File: src/rtl/can_encoder.sv
// can_encoder: CAN 2.0A/B frame transmitter (standard or extended ID, data or remote frame).
// Builds the frame field by field, computes the CRC-15 on the fly, inserts stuff bits and drives
// one NRZ bit for CLKS_PER_BIT clocks. Bit_Output = 1 is recessive.
// Optional feature: define CAN_ARBITRATION_EN to enable bus readback during arbitration. When it
// is enabled, a recessive bit read back as dominant aborts the frame and pulses o_Arb_Lost.
module can_encoder #(
  parameter int CLKS_PER_BIT = 10
) (
  input  logic        Clock_TB,
  input  logic        Reset,
  input  logic        i_Start,
  input  logic        i_Estendido_Flag,
  input  logic        i_Data_Flag,
  input  logic [3:0]  i_Data_Lenth,
  input  logic [28:0] i_ID_Field,
  input  logic [63:0] i_Data_Field,
  input  logic        Bit_Input,
  output logic        Bit_Output,
  output logic        o_Busy,
  output logic        o_Done,
  output logic        o_Arb_Lost
);

  localparam int CNT_W = $clog2(CLKS_PER_BIT);
  localparam logic [CNT_W-1:0] CNT_LAST = CNT_W'(CLKS_PER_BIT - 1);

  typedef enum logic [3:0] {
    S_IDLE, S_SOF, S_ARB, S_CTRL, S_DATA, S_CRC,
    S_CRC_DEL, S_ACK, S_ACK_DEL, S_EOF, S_IFS
  } state_t;

  state_t      state_q, state_d;
  logic [5:0]  idx_q, idx_d;
  logic [CNT_W-1:0] cnt_q, cnt_d;
  logic        bit_q, bit_d;
  logic [2:0]  run_q, run_d;
  logic [14:0] crc_q, crc_d;

  logic        ext_q, dflag_q;
  logic [3:0]  dlc_q;
  logic [28:0] id_q;
  logic [63:0] data_q;

  logic [6:0]  data_bits, field_len;
  logic        last_in_field, bit_end, stuff_due, arb_lost_det;
  state_t      succ_state, adv_state;
  logic [5:0]  adv_idx;
  logic        adv_bit;

  // One CRC-15 (poly 0x4599) step, MSB first.
  function automatic logic [14:0] crc_step(input logic [14:0] crc, input logic b);
    logic fb;
    fb = crc[14] ^ b;
    crc_step = {crc[13:0], 1'b0} ^ (fb ? 15'h4599 : 15'h0000);
  endfunction

  // Unstuffed bit at position ix of field st; everything past the CRC is recessive.
  function automatic logic frame_bit(input state_t st, input logic [5:0] ix, input logic ext,
                                     input logic dflag, input logic [3:0] dlc,
                                     input logic [28:0] id, input logic [63:0] data,
                                     input logic [14:0] crc);
    logic b;
    b = 1'b1;
    case (st)
      S_SOF: b = 1'b0;
      S_ARB: begin
        if (!ext) begin
          if (ix == 6'd11) b = ~dflag;
          else             b = id[5'd10 - ix[4:0]];
        end else begin
          if (ix <= 6'd10)      b = id[5'd28 - ix[4:0]];
          else if (ix <= 6'd12) b = 1'b1;                  // SRR, IDE
          else if (ix <= 6'd30) b = id[5'd30 - ix[4:0]];
          else                  b = ~dflag;                // RTR
        end
      end
      S_CTRL: begin
        case (ix)
          6'd2:    b = dlc[3];
          6'd3:    b = dlc[2];
          6'd4:    b = dlc[1];
          6'd5:    b = dlc[0];
          default: b = 1'b0;                               // IDE/r1, r0
        endcase
      end
      S_DATA:  b = data[~ix];
      S_CRC:   b = crc[4'd14 - ix[3:0]];
      default: b = 1'b1;
    endcase
    return b;
  endfunction

`ifdef CAN_ARBITRATION_EN
  localparam logic [CNT_W-1:0] CNT_HALF = CNT_W'(CLKS_PER_BIT / 2);
  logic arb_lost_q;

  assign arb_lost_det = (state_q == S_ARB) && (cnt_q == CNT_HALF) && bit_q && !Bit_Input;

  // Registers the one-clock arbitration-loss pulse
  always_ff @(posedge Clock_TB or posedge Reset) begin
    if (Reset) arb_lost_q <= 1'b0;
    else       arb_lost_q <= arb_lost_det;
  end

  assign o_Arb_Lost = arb_lost_q;
`else
  logic unused_bit_input;
  assign unused_bit_input = Bit_Input;
  assign arb_lost_det     = 1'b0;
  assign o_Arb_Lost       = 1'b0;
`endif

  // State register: FSM, bit position, bit timer, stuffing run and CRC
  always_ff @(posedge Clock_TB or posedge Reset) begin
    if (Reset) begin
      state_q <= S_IDLE;
      idx_q   <= '0;
      cnt_q   <= '0;
      bit_q   <= 1'b1;
      run_q   <= '0;
      crc_q   <= '0;
    end else begin
      state_q <= state_d;
      idx_q   <= idx_d;
      cnt_q   <= cnt_d;
      bit_q   <= bit_d;
      run_q   <= run_d;
      crc_q   <= crc_d;
    end
  end

  // Captures the frame request on the accepting start edge; later input changes are ignored
  always_ff @(posedge Clock_TB) begin
    if (state_q == S_IDLE && i_Start) begin
      ext_q   <= i_Estendido_Flag;
      dflag_q <= i_Data_Flag;
      dlc_q   <= i_Data_Lenth;
      id_q    <= i_ID_Field;
      data_q  <= i_Data_Field;
    end
  end

  // Next-state: advance one bus bit per CLKS_PER_BIT clocks, inserting stuff bits when due
  always_comb begin
    data_bits = !dflag_q ? 7'd0 : (dlc_q[3] ? 7'd64 : {1'b0, dlc_q[2:0], 3'b000});
    case (state_q)
      S_SOF:   field_len = 7'd1;
      S_ARB:   field_len = ext_q ? 7'd32 : 7'd12;
      S_CTRL:  field_len = 7'd6;
      S_DATA:  field_len = data_bits;
      S_CRC:   field_len = 7'd15;
      S_EOF:   field_len = 7'd7;
      S_IFS:   field_len = 7'd3;
      default: field_len = 7'd1;
    endcase
    case (state_q)
      S_SOF:     succ_state = S_ARB;
      S_ARB:     succ_state = S_CTRL;
      S_CTRL:    succ_state = (data_bits == 7'd0) ? S_CRC : S_DATA;
      S_DATA:    succ_state = S_CRC;
      S_CRC:     succ_state = S_CRC_DEL;
      S_CRC_DEL: succ_state = S_ACK;
      S_ACK:     succ_state = S_ACK_DEL;
      S_ACK_DEL: succ_state = S_EOF;
      S_EOF:     succ_state = S_IFS;
      default:   succ_state = S_IDLE;
    endcase
    last_in_field = ({1'b0, idx_q} == field_len - 7'd1);
    bit_end       = (cnt_q == CNT_LAST);
    stuff_due     = (state_q inside {S_SOF, S_ARB, S_CTRL, S_DATA, S_CRC}) && (run_q == 3'd5);
    adv_state     = last_in_field ? succ_state : state_q;
    adv_idx       = last_in_field ? 6'd0 : idx_q + 6'd1;
    adv_bit       = frame_bit(adv_state, adv_idx, ext_q, dflag_q, dlc_q, id_q, data_q, crc_q);

    state_d = state_q;
    idx_d   = idx_q;
    cnt_d   = cnt_q;
    bit_d   = bit_q;
    run_d   = run_q;
    crc_d   = crc_q;

    if (state_q == S_IDLE) begin
      cnt_d = '0;
      if (i_Start) begin
        state_d = S_SOF;
        idx_d   = '0;
        bit_d   = 1'b0;
        run_d   = 3'd1;
        crc_d   = '0;               // SOF is dominant, so its CRC step leaves zero
      end
    end else if (arb_lost_det) begin
      state_d = S_IDLE;
      idx_d   = '0;
      cnt_d   = '0;
      bit_d   = 1'b1;
      run_d   = '0;
      crc_d   = '0;
    end else if (bit_end) begin
      cnt_d = '0;
      if (stuff_due) begin
        // Stuff bit: position does not advance, CRC untouched, it starts the new run
        bit_d = ~bit_q;
        run_d = 3'd1;
      end else begin
        state_d = adv_state;
        idx_d   = adv_idx;
        bit_d   = adv_bit;
        if (adv_bit != bit_q)    run_d = 3'd1;
        else if (run_q == 3'd7)  run_d = 3'd7;
        else                     run_d = run_q + 3'd1;
        if (adv_state inside {S_SOF, S_ARB, S_CTRL, S_DATA})
          crc_d = crc_step(crc_q, adv_bit);
        if (adv_state == S_IDLE) begin
          bit_d = 1'b1;
          run_d = '0;
          crc_d = '0;
        end
      end
    end else begin
      cnt_d = cnt_q + 1'b1;
    end
  end

  // Outputs: bus bit, busy, and end-of-intermission pulse on the last clock of IFS
  always_comb begin
    Bit_Output = bit_q;
    o_Busy     = (state_q != S_IDLE);
    o_Done     = (state_q == S_IFS) && last_in_field && bit_end;
  end

endmodule
File: config.mk
export PLATFORM = sky130hd
export DESIGN_NAME = can_encoder
export DESIGN_NICKNAME = d
export VERILOG_FILES = /design/src/rtl/can_encoder.sv
export SDC_FILE = /design/constraint.sdc
export NUM_CORES = 1
export LEC_CHECK = 0
export BUFFER_PORTS_ARGS = -buffer_cell sky130_fd_sc_hd__buf_2
export CORE_ASPECT_RATIO = 1.75
export CORE_MARGIN = 2
export CORE_UTILIZATION = 28
export CTS_CLUSTER_SIZE = 24
export DETAILED_ROUTE_END_ITERATION = 6
export GPL_TIMING_DRIVEN = 0
export MAX_ROUTING_LAYER = met4
export PLACE_DENSITY = 0.55
export SYNTH_ARGS = -nofsm -noshare
export SYNTH_HDL_FRONTEND = slang
export SYNTH_SLANG_ARGS = --single-unit
File: constraint.sdc
create_clock -name Clock_TB -period 17.8 [get_ports Clock_TB]
set_clock_uncertainty 0.15 [all_clocks]
set_input_delay 1.78 -clock Clock_TB [delete_from_list [all_inputs] [get_ports Clock_TB]]
set_output_delay 1.78 -clock Clock_TB [all_outputs]
set_load 0.02 [all_outputs]
==> impl_results.md <==
* I/O Pins at 107
* Cell count after synthesis at a little under 700
* WL final at 22,400 um
* Initial antenna violation count at 0
* Gr ovfl total at 0
* Measured slew at the worst slew-check pin at 0.886 ns
* Share of layout cells above drive strength 1 at 24.8%
* CTS sink cnt at 132
* Die area at 0.0288 mm2
* Setup TNS at 0 ns
* Post-CTS setup buffer count at 0
* CP Data Arrival Time at slightly below 9 ns
* Total Nets Final at 927
* First-pass GRT wire length at 35,400 um
* Clk_lat worst skew at 0.43 ns
* Post-Synth XOR/XNOR Area at 3.45%
* Reg2Reg Setup Slack at 9.25 ns
* Max-cap viol count at 0
* Part of the cycle the worst path needs at 48.0%
* CTS max path bufs at 2
* RSZ-0062 raised after global routing: no
* Util after Layout at 34.2%
* Synth unique cells at 92
* Most frequent cells in the layout: buf_2 (112), edfxtp_1 (99), nand2_1 (79)
* Post-layout min period at 8.55 ns
* Synth Flop Type: edfxtp_1
* Largest net degree at the start of global routing at 58
* Worst Path Required at between 15 and 20 ns
* Clk root buf: clkbuf_16
* Chip Height at 223 um
* Fill count at 2,774
* Vias per cell at 5.20
* Post-Place Cells at 1,163
* Largest family of logic cells by synthesized area: compound AO/OA/AOI/OAI gates
* CP startpoint kind: register
* Count of input and output buffers at 104
* Post-synthesis register bit count at 132
* Number of synthesized flops with an enable pin at 99
* Vias in the first global route at about 6,500
* Seq. cell area at roughly 0.0038 mm2
* Total number of vias at between 6,000 and 7,000
* Post-route DRC at 0
* # rows at 80
* Status: complete, no violations
* Adder-Cell Fraction of Synth Area at 1.79%
* Multiplexer share of the synthesized area at 8.30%
* Hold_buf cts at 0
* LEAKAGE at 3.36 nW
* Avg Inst Size Synth at around 11 um2
* Maximum clock frequency at 0.117 GHz
* Most common cell after layout, fill and taps aside: buf_2
* Pwr/cell area at 165 mW/mm2
* Synth Area in Compound Gates at about 17%
* Post-Synth Simple-Gate Area at 15.4%
* Critical path peak fanout at 10
* Drt pass-1 iters at 5
* HPWL after DPL at 17,200 um
* Slowest-stage cell, CP: clkbuf_1
* Worst slew margin at a little over 40%
* CTS tree: yes
* Post-Layout Cell Count at 1,195
* Final Max Tran Viols at 0
* Ant. Diodes at 0
* Peak supply drop at 0.0855 mV
* Wire per inst at 18.8 um
* Total core area at 0.0271 mm2
* GP Congestion at 0.946
* Endpoints failing hold at 0
* Routed Antenna Nets at 0
* Seq/Total Area, Yosys at a little under 50%
* Post-synth top area cell: edfxtp_1
* Clock transition at the registers of the reported paths at roughly 0.060 ns
* Worst Setup End Kind: register
* Post-CTS sizing at 0
* Mapped Nets at approximately 800
* Area occupied by multi-input gates at 0.00357 mm2
* Ys async rst share at 25.0%
* Endpoints failing setup at 0
* Initial Util at between 20% and 30%
* Pwr Total at around 1.5 mW
* CTS HTree Levels at 4
* GRT Overall Usage at 16.6%
* Post-synthesis cell area at 0.00769 mm2
* TritonCTS buffer count at 17
* Die Wd at 129 um
* Area contributors post-synth: edfxtp_1 (39%), dfrtp_1 (10%), mux4_2 (6.2%)
* Worst Hold Class: register to register
* Share of the synthesized area in the top cell type at 38.7%
* Ys Warns at 0
* Initial DRC count at 370
* Cell mode on critical path: clkbuf_1
* Area Growth Syn to Fin at 20.6%
* Worst setup path class: register to register
* Max incr delay on CP at 0.56 ns
==> state kept, by name, summed over array words and instances, names as in the netlist <==
register,cells
run_q,3
idx_q,6
ext_q,1
state_q,4
id_q,29
data_q,64
dflag_q,1
crc_q,15
Bit_Output,1
cnt_q,4
dlc_q,4
==> critical path: cells and delay by family, from the launching register on <==
family | cells | cell delay, ns
adder cells (fa/ha/maj) | 2 | 0.56
XOR/XNOR | 2 | 0.37
buffers and inverters | 9 | 3.22
AND/OR/NAND/NOR | 6 | 1.70
flip-flops | 1 | 0.47
AO/OA/AOI/OAI | 9 | 1.87
==> through the flow <==
| step | hold WS (ns) | worst slack, ns | instance area [um2] |
|---|---|---|---|
| after global routing | 0.390 | 8.60 | 9270 |
| final | 0.359 | 9.25 | 9270 |
| after floorplan | 0.309 | 11.35 | 7690 |
| after detailed placement | 0.352 | 9.27 | 8700 |
| after global placement | 0.340 | 9.33 | 8670 |
| after CTS | 0.360 | 9.28 | 9270 |
==> logic make-up (layout without fill, tap and decap cells) <==
kind of cell | Yosys count | count (layout)
compound gates | 179 | 179
xor+xnor | 27 | 27
fa+ha+maj | 11 | 11
buf+inv | 71 | 208
flops | 132 | 132
mux | 37 | 37
other cells | 1 | 1
simple gates | 231 | 231
==> power by group <==
part / internal, mW / total, mW / leakage, nW / switching [mW]
Clock: 0.204 / 0.336 / 0.267 / 0.132
Sequential: 0.359 / 0.391 / 1.31 / 0.0314
Combinational: 0.307 / 0.799 / 1.78 / 0.492
Total: 0.870 / 1.53 / 3.36 / 0.656
==> metal layers <==
layer	GRT usage [%]	vias up	share of wire (%)	routed length [um]
met1	16.8	3041	37	8210
li1	-	2908	-	-
met2	30.3	204	56	12500
met5	-	-	0	0
met3	2.61	58	3.6	808
met4	8.52	0	4.2	932
==> layout make-up <==
cell class | count | area share, %
plain buffers | 44 | 2.34
clock buffers | 18 | 4.63
clock inverters | 14 | 1.50
inverters | 27 | 1.12
multi-input cells | 486 | 38.5
flip-flops and latches | 132 | 41.0
well taps | 369 | 4.98
repair buffers | 105 | 5.91
==> worst paths after layout <==
path	cells after the start	startpoint	to
setup / recovery	28	state_q[3]	crc_q[0]
hold / removal	1	cnt_q[0]	cnt_q[0]
setup reg to reg	28	state_q[3]	crc_q[0]
hold reg to reg	1	cnt_q[0]	cnt_q[0]
max in group asynchronous	2	Reset	crc_q[2]
min in group asynchronous	2	Reset	crc_q[0]
==> Yosys cell counts, drive strengths merged (4+ instances only) <==
library cell and count:
a211oi 10, o211ai 6, nand4 6, nand3 29, a21oi 33, mux2 4, xnor2 17, ha 11
nand2 79, clkbuf 21, o21ai 44, or4 4, edfxtp 99, o311ai 4, o31ai 4, o22a 5
a221oi 5, nand2b 8, nor4 5, mux4 21, o32a 5, a31oi 7, mux2i 12, o2111ai 12
o22ai 4, nand3b 4, a22oi 5, xor2 9, dfrtp 32, and3 7, or3 10, nor3 20
inv 27, nor2b 7, nor2 33, a311oi 5, a2111oi 4, buf 23
(Power assumes the default switching activity.)
